### src/rtl/button_pkg.sv
// Shared definitions for the push-button front end.
//   hold_state_e : per-channel hold classifier states
//   max3         : largest of three cycle counts
//   cnt_fits     : true when a counter of the given width can hold a value
package button_pkg;

    typedef enum logic [1:0] {
        IDLE    = 2'd0,
        PRESSED = 2'd1,
        LONG    = 2'd2,
        REPEAT  = 2'd3
    } hold_state_e;

    function automatic longint unsigned max3(input longint unsigned a,
                                             input longint unsigned b,
                                             input longint unsigned c);
        longint unsigned m;
        m = (a > b) ? a : b;
        return (m > c) ? m : c;
    endfunction

    // A width-w counter holds 0 .. 2**w-1, so val fits when clog2(val+1) <= w.
    function automatic bit cnt_fits(input longint unsigned val, input int unsigned width);
        return ($clog2(val + 64'd1) <= width);
    endfunction

endpackage

### src/rtl/button_bank_if.sv
// Pin-side and event-side signals of the button bank, one bit per channel.
//   noisy, repeat_en            : driven by the board / host (master)
//   debounced, p_edge, n_edge,
//   any_edge, long_press,
//   repeat_pulse                : driven by button_bank (slave)
interface button_bank_if #(
    parameter int unsigned N_CH = 4
);
    logic [N_CH-1:0] noisy;
    logic [N_CH-1:0] repeat_en;
    logic [N_CH-1:0] debounced;
    logic [N_CH-1:0] p_edge;
    logic [N_CH-1:0] n_edge;
    logic [N_CH-1:0] any_edge;
    logic [N_CH-1:0] long_press;
    logic [N_CH-1:0] repeat_pulse;

    modport master (
        output noisy, repeat_en,
        input  debounced, p_edge, n_edge, any_edge, long_press, repeat_pulse
    );

    modport slave (
        input  noisy, repeat_en,
        output debounced, p_edge, n_edge, any_edge, long_press, repeat_pulse
    );
endinterface

### src/rtl/button_channel.sv
// One push-button channel: synchroniser, debounce filter, registered edge
// pulses and the hold classifier (long press / auto-repeat).
//   clk, rst      : clock, synchronous active-high reset
//   noisy         : raw asynchronous button level
//   repeat_en     : auto-repeat enable, sampled every cycle
//   debounced     : filtered level
//   p_edge/n_edge : 1-cycle pulses in the first cycle debounced shows its new value
//   long_press    : 1-cycle pulse when a hold reaches LONG_CYC
//   repeat_pulse  : 1-cycle pulses every REPEAT_CYC while held and enabled
//
// Hold FSM:
//   state   | meaning
//   IDLE    | button released, waiting for a debounced rise
//   PRESSED | held, counting towards LONG_CYC
//   LONG    | long press reported, repeat disabled (or hop pending)
//   REPEAT  | auto-repeating, counting towards REPEAT_CYC
module button_channel
    import button_pkg::*;
#(
    parameter int unsigned SYNC_STAGES  = 2,
    parameter int unsigned DEBOUNCE_CYC = 1000,
    parameter int unsigned LONG_CYC     = 50_000_000,
    parameter int unsigned REPEAT_CYC   = 10_000_000,
    parameter int unsigned CNT_W        = 32
) (
    input  logic clk,
    input  logic rst,
    input  logic noisy,
    input  logic repeat_en,
    output logic debounced,
    output logic p_edge,
    output logic n_edge,
    output logic long_press,
    output logic repeat_pulse
);

    localparam logic [CNT_W-1:0] DEB_TC  = CNT_W'(DEBOUNCE_CYC - 1);
    localparam logic [CNT_W-1:0] LONG_TC = CNT_W'(LONG_CYC - 1);
    localparam logic [CNT_W-1:0] REP_TC  = CNT_W'(REPEAT_CYC - 1);
    localparam logic [CNT_W-1:0] ONE     = CNT_W'(1);

    logic [SYNC_STAGES-1:0] sync_q, sync_d;
    logic [CNT_W-1:0]       dcnt_q, dcnt_d;
    logic [CNT_W-1:0]       hcnt_q, hcnt_d;
    logic                   deb_q, deb_d;
    logic                   p_edge_q, p_edge_d;
    logic                   n_edge_q, n_edge_d;
    logic                   long_q, long_d;
    logic                   rep_q, rep_d;
    hold_state_e            state_q, state_d;

    logic synced;
    logic deb_flip;
    logic rise;
    logic fall;

    always_comb begin
        sync_d = {sync_q[SYNC_STAGES-2:0], noisy};
        synced = sync_q[SYNC_STAGES-1];

        // Toggle on the DEBOUNCE_CYC-th consecutive mismatch cycle.
        deb_flip = (synced != deb_q) && (dcnt_q == DEB_TC);
        if ((synced == deb_q) || deb_flip) begin
            dcnt_d = '0;
        end else begin
            dcnt_d = dcnt_q + ONE;
        end
        deb_d = deb_q ^ deb_flip;

        // Edges are taken from the toggle condition so the pulses line up with
        // the cycle debounced first shows its new value.
        rise     = deb_flip & ~deb_q;
        fall     = deb_flip &  deb_q;
        p_edge_d = rise;
        n_edge_d = fall;

        state_d = state_q;
        hcnt_d  = hcnt_q;
        long_d  = 1'b0;
        rep_d   = 1'b0;

        // Release overrides everything, including a coincident terminal count.
        if (fall) begin
            state_d = IDLE;
            hcnt_d  = '0;
        end else begin
            case (state_q)
                IDLE: begin
                    hcnt_d = '0;
                    if (rise) begin
                        state_d = PRESSED;
                    end
                end
                PRESSED: begin
                    if (hcnt_q == LONG_TC) begin
                        long_d  = 1'b1;
                        hcnt_d  = '0;
                        state_d = LONG;
                    end else begin
                        hcnt_d = hcnt_q + ONE;
                    end
                end
                LONG: begin
                    hcnt_d = '0;
                    if (repeat_en) begin
                        state_d = REPEAT;
                    end
                end
                REPEAT: begin
                    // A disabled cycle never pulses, even on the terminal count.
                    if (!repeat_en) begin
                        state_d = LONG;
                        hcnt_d  = '0;
                    end else if (hcnt_q == REP_TC) begin
                        rep_d  = 1'b1;
                        hcnt_d = '0;
                    end else begin
                        hcnt_d = hcnt_q + ONE;
                    end
                end
                default: begin
                    state_d = IDLE;
                    hcnt_d  = '0;
                end
            endcase
        end
    end

    always_ff @(posedge clk) begin
        if (rst) begin
            sync_q   <= '0;
            dcnt_q   <= '0;
            hcnt_q   <= '0;
            deb_q    <= 1'b0;
            p_edge_q <= 1'b0;
            n_edge_q <= 1'b0;
            long_q   <= 1'b0;
            rep_q    <= 1'b0;
            state_q  <= IDLE;
        end else begin
            sync_q   <= sync_d;
            dcnt_q   <= dcnt_d;
            hcnt_q   <= hcnt_d;
            deb_q    <= deb_d;
            p_edge_q <= p_edge_d;
            n_edge_q <= n_edge_d;
            long_q   <= long_d;
            rep_q    <= rep_d;
            state_q  <= state_d;
        end
    end

    assign debounced    = deb_q;
    assign p_edge       = p_edge_q;
    assign n_edge       = n_edge_q;
    assign long_press   = long_q;
    assign repeat_pulse = rep_q;

endmodule

### src/rtl/button_bank.sv
// Multi-channel push-button front end: N_CH independent button_channel
// instances behind one button_bank_if.
//   clk, rst : clock, synchronous active-high reset
//   bus      : slave side of button_bank_if (noisy/repeat_en in, events out)
module button_bank
    import button_pkg::*;
#(
    parameter int unsigned N_CH         = 4,
    parameter int unsigned SYNC_STAGES  = 2,
    parameter int unsigned DEBOUNCE_CYC = 1000,
    parameter int unsigned LONG_CYC     = 50_000_000,
    parameter int unsigned REPEAT_CYC   = 10_000_000,
    parameter int unsigned CNT_W        = 32
) (
    input  logic         clk,
    input  logic         rst,
    button_bank_if.slave bus
);

    localparam longint unsigned MAX_CYC = max3(DEBOUNCE_CYC, LONG_CYC, REPEAT_CYC);

    generate
        if (!cnt_fits(MAX_CYC, CNT_W)) begin : g_bad_cnt_w
            $error("button_bank: CNT_W too narrow for the largest cycle count");
        end
        if (SYNC_STAGES < 2) begin : g_bad_sync
            $error("button_bank: SYNC_STAGES must be at least 2");
        end
        if ((N_CH < 1) || (DEBOUNCE_CYC < 1) || (LONG_CYC < 1) || (REPEAT_CYC < 1)) begin : g_bad_param
            $error("button_bank: N_CH and cycle counts must be at least 1");
        end
    endgenerate

    logic [N_CH-1:0] deb_v;
    logic [N_CH-1:0] pe_v;
    logic [N_CH-1:0] ne_v;
    logic [N_CH-1:0] lp_v;
    logic [N_CH-1:0] rp_v;

    for (genvar i = 0; i < N_CH; i++) begin : g_ch
        button_channel #(
            .SYNC_STAGES  (SYNC_STAGES),
            .DEBOUNCE_CYC (DEBOUNCE_CYC),
            .LONG_CYC     (LONG_CYC),
            .REPEAT_CYC   (REPEAT_CYC),
            .CNT_W        (CNT_W)
        ) u_ch (
            .clk          (clk),
            .rst          (rst),
            .noisy        (bus.noisy[i]),
            .repeat_en    (bus.repeat_en[i]),
            .debounced    (deb_v[i]),
            .p_edge       (pe_v[i]),
            .n_edge       (ne_v[i]),
            .long_press   (lp_v[i]),
            .repeat_pulse (rp_v[i])
        );
    end

    assign bus.debounced    = deb_v;
    assign bus.p_edge       = pe_v;
    assign bus.n_edge       = ne_v;
    assign bus.any_edge     = pe_v | ne_v;
    assign bus.long_press   = lp_v;
    assign bus.repeat_pulse = rp_v;

endmodule

### src/flat_wrapper.sv
// flat-port wrapper written by rule: the top's interface ports become plain ports
module button_bank_flat import button_pkg::*;
#(
    parameter int unsigned N_CH         = 4,
    parameter int unsigned SYNC_STAGES  = 2,
    parameter int unsigned DEBOUNCE_CYC = 1000,
    parameter int unsigned LONG_CYC     = 50_000_000,
    parameter int unsigned REPEAT_CYC   = 10_000_000,
    parameter int unsigned CNT_W        = 32
)
  (clk, rst, bus_noisy, bus_repeat_en, bus_debounced, bus_p_edge, bus_n_edge, bus_any_edge, bus_long_press, bus_repeat_pulse);
  button_bank_if #(.N_CH(N_CH)) bus_i ();
  input  logic clk;
  input  logic rst;
  input wire logic [$bits(bus_i.noisy)-1:0] bus_noisy;
  input wire logic [$bits(bus_i.repeat_en)-1:0] bus_repeat_en;
  output wire logic [$bits(bus_i.debounced)-1:0] bus_debounced;
  output wire logic [$bits(bus_i.p_edge)-1:0] bus_p_edge;
  output wire logic [$bits(bus_i.n_edge)-1:0] bus_n_edge;
  output wire logic [$bits(bus_i.any_edge)-1:0] bus_any_edge;
  output wire logic [$bits(bus_i.long_press)-1:0] bus_long_press;
  output wire logic [$bits(bus_i.repeat_pulse)-1:0] bus_repeat_pulse;
  assign bus_i.noisy = bus_noisy;
  assign bus_i.repeat_en = bus_repeat_en;
  assign bus_debounced = bus_i.debounced;
  assign bus_p_edge = bus_i.p_edge;
  assign bus_n_edge = bus_i.n_edge;
  assign bus_any_edge = bus_i.any_edge;
  assign bus_long_press = bus_i.long_press;
  assign bus_repeat_pulse = bus_i.repeat_pulse;
  button_bank #(.N_CH(N_CH), .SYNC_STAGES(SYNC_STAGES), .DEBOUNCE_CYC(DEBOUNCE_CYC), .LONG_CYC(LONG_CYC), .REPEAT_CYC(REPEAT_CYC), .CNT_W(CNT_W)) u_core (.clk(clk), .rst(rst), .bus(bus_i));
endmodule
### config.mk
export PLATFORM = sky130hd
export DESIGN_NAME = button_bank_flat
export DESIGN_NICKNAME = d
export VERILOG_FILES = /design/src/rtl/button_pkg.sv /design/src/rtl/button_bank_if.sv /design/src/rtl/button_channel.sv /design/src/rtl/button_bank.sv /design/src/flat_wrapper.sv
export SDC_FILE = /design/constraint.sdc
export NUM_CORES = 1
export LEC_CHECK = 0
export ABC_AREA = 1
export CORE_MARGIN = 10
export CORE_UTILIZATION = 50
export CTS_CLUSTER_DIAMETER = 40
export DETAILED_ROUTE_END_ITERATION = 16
export PLACE_DENSITY = 0.72
export SLEW_MARGIN = 20
export SYNTH_ARGS = -nofsm -noshare
export SYNTH_HDL_FRONTEND = slang
export SYNTH_HIERARCHICAL = 1
export SYNTH_SLANG_ARGS = --single-unit
### constraint.sdc
create_clock -name clk -period 2.13 [get_ports clk]
set_input_delay 0.213 -clock clk [delete_from_list [all_inputs] [get_ports clk]]
set_output_delay 0.213 -clock clk [all_outputs]
set_load 0.05 [all_outputs]
==> out/metrics.yaml, run 1 <==
status: "complete, no violations"
core.rowCount: 66
crit_required_ns: 1.92
syn-num-nets: 2645
fin_cells: 3179
dp_hpwl_mm: 32.13
final_hold_viol_count: 0
synth_edf_count: 0
cts_hold_buf: 0
fin_skew_ns: 0.02008
drt_iter0_markers: 1384
dieArea_um2: 40360
vias: 16090
synthesis.instances: 2627
dpl.cell_count: 3085
htree_levels: 2
die_x_um: 200.9
min_path_type: "in2reg"
cts_sinks: 292
slowest_delay_ns: 0.89
ctsResizeCount: 1
rsz0062_at_grt: "yes"
pin_count: 34
insertedDiodeCount: 0
synth-seq-area-share_pct: 35.72
startpoint_type: "flip-flop"
drc: 0
powerDensity_nw_per_um2: 750.9
antenna_found_initial: 0
synth.distinct_cells: 32
critical_path_buf_inv_count: 1
grt_pass1_wl_mm: 71.44
end_kind: "output pin"
cap_violations: 0
final_nets: 2714
tritoncts: "done"
grtUsageTotal_pct: 20.61
ys_async_sr_fraction_pct: 0
power_mw: 14.31
core_um2: 32450
port_buffers: 33
yosys_warnings: 6
report.final.slew_viol_count: 0
viasPerCell: 5.061
p_leak_nw: 6.422
finalCriticalPeriod_ns: 2.097
initial_core_util_pct: 50.42
worst_path_max_delay_cell: "clkdlybuf4s50_1"
setup_viol: 0
numCtsBuffers: 51
gr-total-overflow: 0
crit_arrival_ns: 1.88
clk_path_buf_depth: 3
path_cells: "clkdlybuf4s50_1"
layout_commonest_cell: "nand2_1"
gp_congestion: 0.9885
critPathKind: "reg2out"
routed_wl_mm: 42.41
holdWs_ns: 0.1616
max_freq_mhz: 476.8
insertion_delay_ns: 0.58
slew_headroom_pct: 58.26
cpLargestDelayFamily: "buffers and inverters"
worst_pin_slew_ns: 0.6251
die_y_um: 200.9
first_global_vias: 15050
root_buffer: "clkbuf_16"
wl_per_cell_um: 13.34
cts_setup_buffers: 0
ant_nets: 0
ys_seq_elements: 292
path_clk_slew_ns: 0.05
ys.flop_type: "dfxtp_1"
area_delta_synth_final_pct: 16.44
grt_max_degree: 33
synth_area_um2: 16360
max-vdd-ir-drop_uv: 569.8
avgSynthCellArea_um2: 6.229
dr.pass1.iters: 6
crit_fanout: 1
drive_gt1_share_pct: 6.905
most-common-layout-cells: "nand2_1, nor2_1, inv_1"
final_util_pct: 58.71
timing.final.crit_share_pct: 98.47
[metal layers]
metal	track usage (%)	vias to the layer above	share of wire, %	wire length [um]
li1	-	8311	-	-
met1	27.63	7259	48	20160
met2	33.12	446	45	18970
met3	3.356	73	5.7	2432
met4	6.519	0	2.0	846
met5	0	-	0	0
[registers in the layout (all words and copies together), names as in the netlist, named ones only]
signal	count
u_core/g_ch.u_ch/repeat_pulse	4
u_core/g_ch.u_ch/dcnt_q	128
u_core/g_ch.u_ch/p_edge	4
u_core/g_ch.u_ch/state_q	8
u_core/g_ch.u_ch/long_press	4
u_core/g_ch.u_ch/sync_q	8
u_core/g_ch.u_ch/hcnt_q	128
u_core/g_ch.u_ch/n_edge	4
[stage by stage]
stage                     cell area, um2  setup TNS, ns  worst slack, ns
after floorplan                    16360              0           0.5429
final                              19050              0          0.03267
after global placement             17170              0           0.2310
after CTS                          19020              0        0.0004161
after global routing               19050       -0.01363        -0.007836
after detailed placement           17170              0           0.1305
[cell type report]
class	count	area, um2
Inverter	307	1152
Timing Repair Buffer	48	509.2
Tap cell	442	553.0
Clock buffer	62	1389
Multi-Input combinational cell	1996	9138
Clock inverter	32	466.7
Fill cell	3168	13400
Sequential cell	292	5846
[kinds of logic after synthesis]
| logic type | after synthesis | share of synthesized area, % |
|---|---|---|
| compound gates | 118 | 3.609 |
| xor+xnor | 113 | 6.048 |
| fa+ha+maj | 8 | 0.6117 |
| buf+inv | 339 | 8.595 |
| flops | 292 | 35.72 |
| simple gates | 1757 | 45.41 |
[final timing paths]
kind / from / endpoint / depth (start not counted) / slack [ns]
worst max register to register: u_core/g_ch[2].u_ch/hcnt_q[0] / u_core/g_ch[2].u_ch/hcnt_q[22] / 10 / 0.19
worst min register to register: u_core/g_ch[2].u_ch/sync_q[0] / u_core/g_ch[2].u_ch/sync_q[1] / 2 / 0.40
worst min-delay path: bus_noisy[0] / u_core/g_ch[0].u_ch/sync_q[0] / 3 / 0.16
worst max-delay path: u_core/g_ch[2].u_ch/repeat_pulse / bus_repeat_pulse[2] / 1 / 0.03
[cells in the mapped netlist (5+ instances only)]
| cell | count | area share [%] |
|---|---|---|
| nand2_1 | 751 | 17 |
| nor2_1 | 626 | 14 |
| inv_1 | 294 | 6.7 |
| dfxtp_1 | 292 | 36 |
| nand3_1 | 124 | 3.8 |
| a21oi_1 | 86 | 2.6 |
| nor3_1 | 84 | 2.6 |
| xor2_1 | 79 | 4.2 |
| nand4_1 | 60 | 2.3 |
| xnor2_1 | 34 | 1.8 |
| nand3b_1 | 28 | 1.3 |
| nor2_2 | 26 | 0.99 |
| o21ai_0 | 26 | 0.80 |
| or2_2 | 14 | 0.54 |
| inv_2 | 13 | 0.30 |
| nor2_4 | 13 | 0.89 |
| buf_2 | 12 | 0.37 |
| nand2_2 | 10 | 0.38 |
| buf_6 | 9 | 0.62 |
| ha_1 | 8 | 0.61 |
| o21ai_1 | 6 | 0.18 |
| nand3_2 | 5 | 0.31 |
| nor3b_1 | 5 | 0.23 |
[power breakdown]
group          internal, mW  total, mW  switching (mW)
clock                  5.78       8.73            2.95
combinational        0.0348     0.0898          0.0549
sequential             5.48       5.49         0.00664
No activity file was read; power rests on OpenSTA's default activity.
==> inputs of run 2 (changes only) <==
Settings changed: GPL_TIMING_DRIVEN set to 0.
Clock period 2.13 ns to 2.4 ns, I/O delays scaled along.
==> run 2 against run 1 <==
  * Global-route usage is 0.56 points lower
  * Routed wire length is 1.8% lower
  * Non-clock buffer count is 17 higher
  * Final area is 0.33% lower
  * Clock skew is 0.0016 ns higher
  * Count of clock-buffer cells in the layout is 7 lower
  * Hold slack hardly changed
  * Utilization is 0.19 points lower
  * Register-to-register slack better by 0.13 ns
  * Die area stayed put
  * Power is 15% lower
  * Via count is 0.44% higher
  * Highest routed layer unchanged
==> out/metrics.yaml, run 2 (synthesis results as in run 1) <==
placed_cell_area_um2: 17250  # was 17170 um2
min_path_cells: 3  # unchanged
power_frac_comb_pct: 0.6  # about the same
fin_area_um2: 18990  # was 19050 um2
gp_congestion: 0.9762  # was 0.9885
dieArea_um2: 40360  # unchanged
path_clk_slew_ns: 0.06  # was 0.05 ns
hp-start: "bus_noisy[2]"  # was bus_noisy[0]
grt_use_met3_pct: 4.389  # was 3.356%
fin_cells: 3195  # was 3179
p_int_mw: 9.383  # was 11.30 mW
slew_headroom_pct: 26.06  # was 58.26%
rrSetupSlack_ns: 0.32  # was 0.19 ns
worst_pin_slew_ns: 1.106  # was 0.6251 ns
numCtsBuffers: 50  # was 51
insertedDiodeCount: 0  # unchanged
timing.final.crit_share_pct: 86.59
multi_input_area_um2: 9111  # was 9138 um2
startpoint_type: "flip-flop"  # unchanged
crit_fanout: 10  # was 1
rsz0062_at_grt: "no"  # was yes
seqCellArea_um2: 5846  # unchanged
grtUsageTotal_pct: 20.05  # was 20.61%
nFillCells: 3132  # was 3168
ant_nets: 0  # unchanged
gr-total-overflow: 0  # unchanged
setup_viol: 0  # unchanged
antenna_found_initial: 0  # unchanged
tritoncts: "done"  # unchanged
drc: 0  # unchanged
p_leak_nw: 6.382  # was 6.422 nW
die_x_um: 200.9  # unchanged
rr_worst_depth: 13  # was 10
met2_usage_pct: 32.69  # was 33.12%
p_seq_share_pct: 39.8  # was 38.3%
use_met1_pct: 25.43  # was 27.63%
p_switching_mw: 2.840  # was 3.012 mW
cts_hold_buf: 0  # unchanged
grt_pass1_wl_mm: 69.59  # was 71.44 mm
max_freq_mhz: 481.2
dr.pass1.iters: 6  # unchanged
layout_commonest_cell: "nand2_1"  # unchanged
root_buffer: "clkbuf_16"  # unchanged
fin_skew_ns: 0.02163  # was 0.02008 ns
finalCriticalPeriod_ns: 2.078
max-vdd-ir-drop_uv: 569.9  # was 569.8 uV
end_kind: "flip-flop"  # was output pin
dp_hpwl_mm: 31.91  # was 32.13 mm
dpl.cell_count: 3102  # was 3085
clk_path_buf_depth: 3  # unchanged
area_delta_synth_final_pct: 16.06  # was 16.44%
drive_gt1_share_pct: 7.446  # was 6.905%
routed_wl_mm: 41.65  # was 42.41 mm
wl_per_cell_um: 13.03  # was 13.34 um
vias: 16160  # was 16090
crit_arrival_ns: 2.54  # was 1.88 ns
viasPerCell: 5.058  # was 5.061
pin_count: 34  # unchanged
powerDensity_nw_per_um2: 643.6  # was 750.9 nW/um2
report.final.slew_viol_count: 0  # unchanged
initial_core_util_pct: 50.42  # unchanged
min_path_type: "in2reg"  # unchanged
critPathKind: "reg2reg"  # was reg2out
htree_levels: 2  # unchanged
port_buffers: 33  # unchanged
rr_startpoint: "u_core/g_ch[1].u_ch/dcnt_q[0]"  # was u_core/g_ch[2].u_ch/hcnt_q[0]
rr_endpoint: "u_core/g_ch[1].u_ch/hcnt_q[21]"  # was u_core/g_ch[2].u_ch/hcnt_q[22]
timing.setup.tns_ns: 0  # unchanged
cts_setup_buffers: 0  # unchanged
crit_required_ns: 2.86  # was 1.92 ns
core.rowCount: 66  # unchanged
ctsResizeCount: 0  # was 1
drt_iter0_markers: 1352  # was 1384
grt_max_degree: 25  # was 33
core_um2: 32450  # unchanged
cts_sinks: 292  # unchanged
cap_violations: 0  # unchanged
worstHoldEndpoint: "u_core/g_ch[2].u_ch/sync_q[0]"  # was u_core/g_ch[0].u_ch/sync_q[0]
die_y_um: 200.9  # unchanged
final_hold_viol_count: 0  # unchanged
switching_share_pct: 23.23  # was 21.05%
final_nets: 2730  # was 2714
most-common-layout-cells: "nand2_1, nor2_1, inv_1"  # unchanged
reg.largest.list: "u_core/g_ch.u_ch/dcnt_q (128), u_core/g_ch.u_ch/hcnt_q (128)"  # unchanged
status: "complete, no violations"  # unchanged
p_clk_share_pct: 59.6  # was 61.0%
top_usage_layer: "met2"  # unchanged
first_global_vias: 15100  # was 15050
insertion_delay_ns: 0.59  # was 0.58 ns
==> run 2: area by class of cell <==
type                       instances  share of cell area [%]
clock buffer                      55                   6.898
sequential                       292                   30.78
buffer                            32                   1.337
inverter                         307                   6.068
multi-input combinational       1996                   47.98
clock inverter                    38                   2.286
timing repair buffer              33                   1.739
tap                              442                   2.912
==> run 2: worst max path at each step <==
stage / endpoint / cells past startpoint / from / slack [ns]
after global routing: u_core/g_ch[1].u_ch/hcnt_q[21] / 13 / u_core/g_ch[1].u_ch/dcnt_q[0] / 0.12
final: u_core/g_ch[1].u_ch/hcnt_q[21] / 13 / u_core/g_ch[1].u_ch/dcnt_q[0] / 0.32
after detailed placement: u_core/g_ch[2].u_ch/hcnt_q[5] / 7 / rst / -0.1
after floorplan: u_core/g_ch[0].u_ch/hcnt_q[8] / 11 / u_core/g_ch[0].u_ch/hcnt_q[0] / 0.81
after global placement: u_core/g_ch[2].u_ch/hcnt_q[13] / 7 / rst / -0.06
after CTS: bus_debounced[1] / 1 / flip-flop / 0.26
==> run 2: critical path, cell delays in order, from the launching register on <==
cell and delay [ns]:
dfxtp_1 0.35, ha_1 0.27, nand2_1 0.15, inv_2 0.11, nand2_1 0.05, nor2_1 0.08
nand2_1 0.12, inv_1 0.07, nand3_1 0.09, nand2_1 0.23, inv_2 0.10, nand2_4 0.13
buf_6 0.15, nor2_1 0.05
==> run 2: layer usage <==
| metal | vias to the layer above | part of all wire (%) |
|---|---|---|
| met4 | 0 | 3.1 |
| met5 | - | 0 |
| li1 | 8366 | - |
| met3 | 106 | 6.2 |
| met2 | 452 | 44 |
| met1 | 7236 | 46 |
==> run 2: stage by stage <==
step | total power, mW | worst slack (ns) | util, % | hold slack, ns
after detailed placement | 5.044 | -0.09827 | 53.14 | 0.3953
after CTS | 12.40 | 0.2610 | 58.52 | 0.1326
after global placement | 5.041 | -0.05746 | 53.14 | 0.3896
after floorplan | 5.004 | 0.8129 | - | 0.3091
final | 12.22 | 0.3218 | 58.52 | 0.1619
after global routing | 12.60 | 0.1192 | 58.52 | 0.1426
==> run 2: power groups by stage <==
stage                     logic, mW  clock network [mW]  registers, mW
after floorplan              0.0367                   0           4.97
after global placement       0.0737                   0           4.97
after detailed placement     0.0756                   0           4.97
after CTS                    0.0757                7.46           4.86
after global routing         0.0832                7.65           4.86
final                        0.0744                7.28           4.87
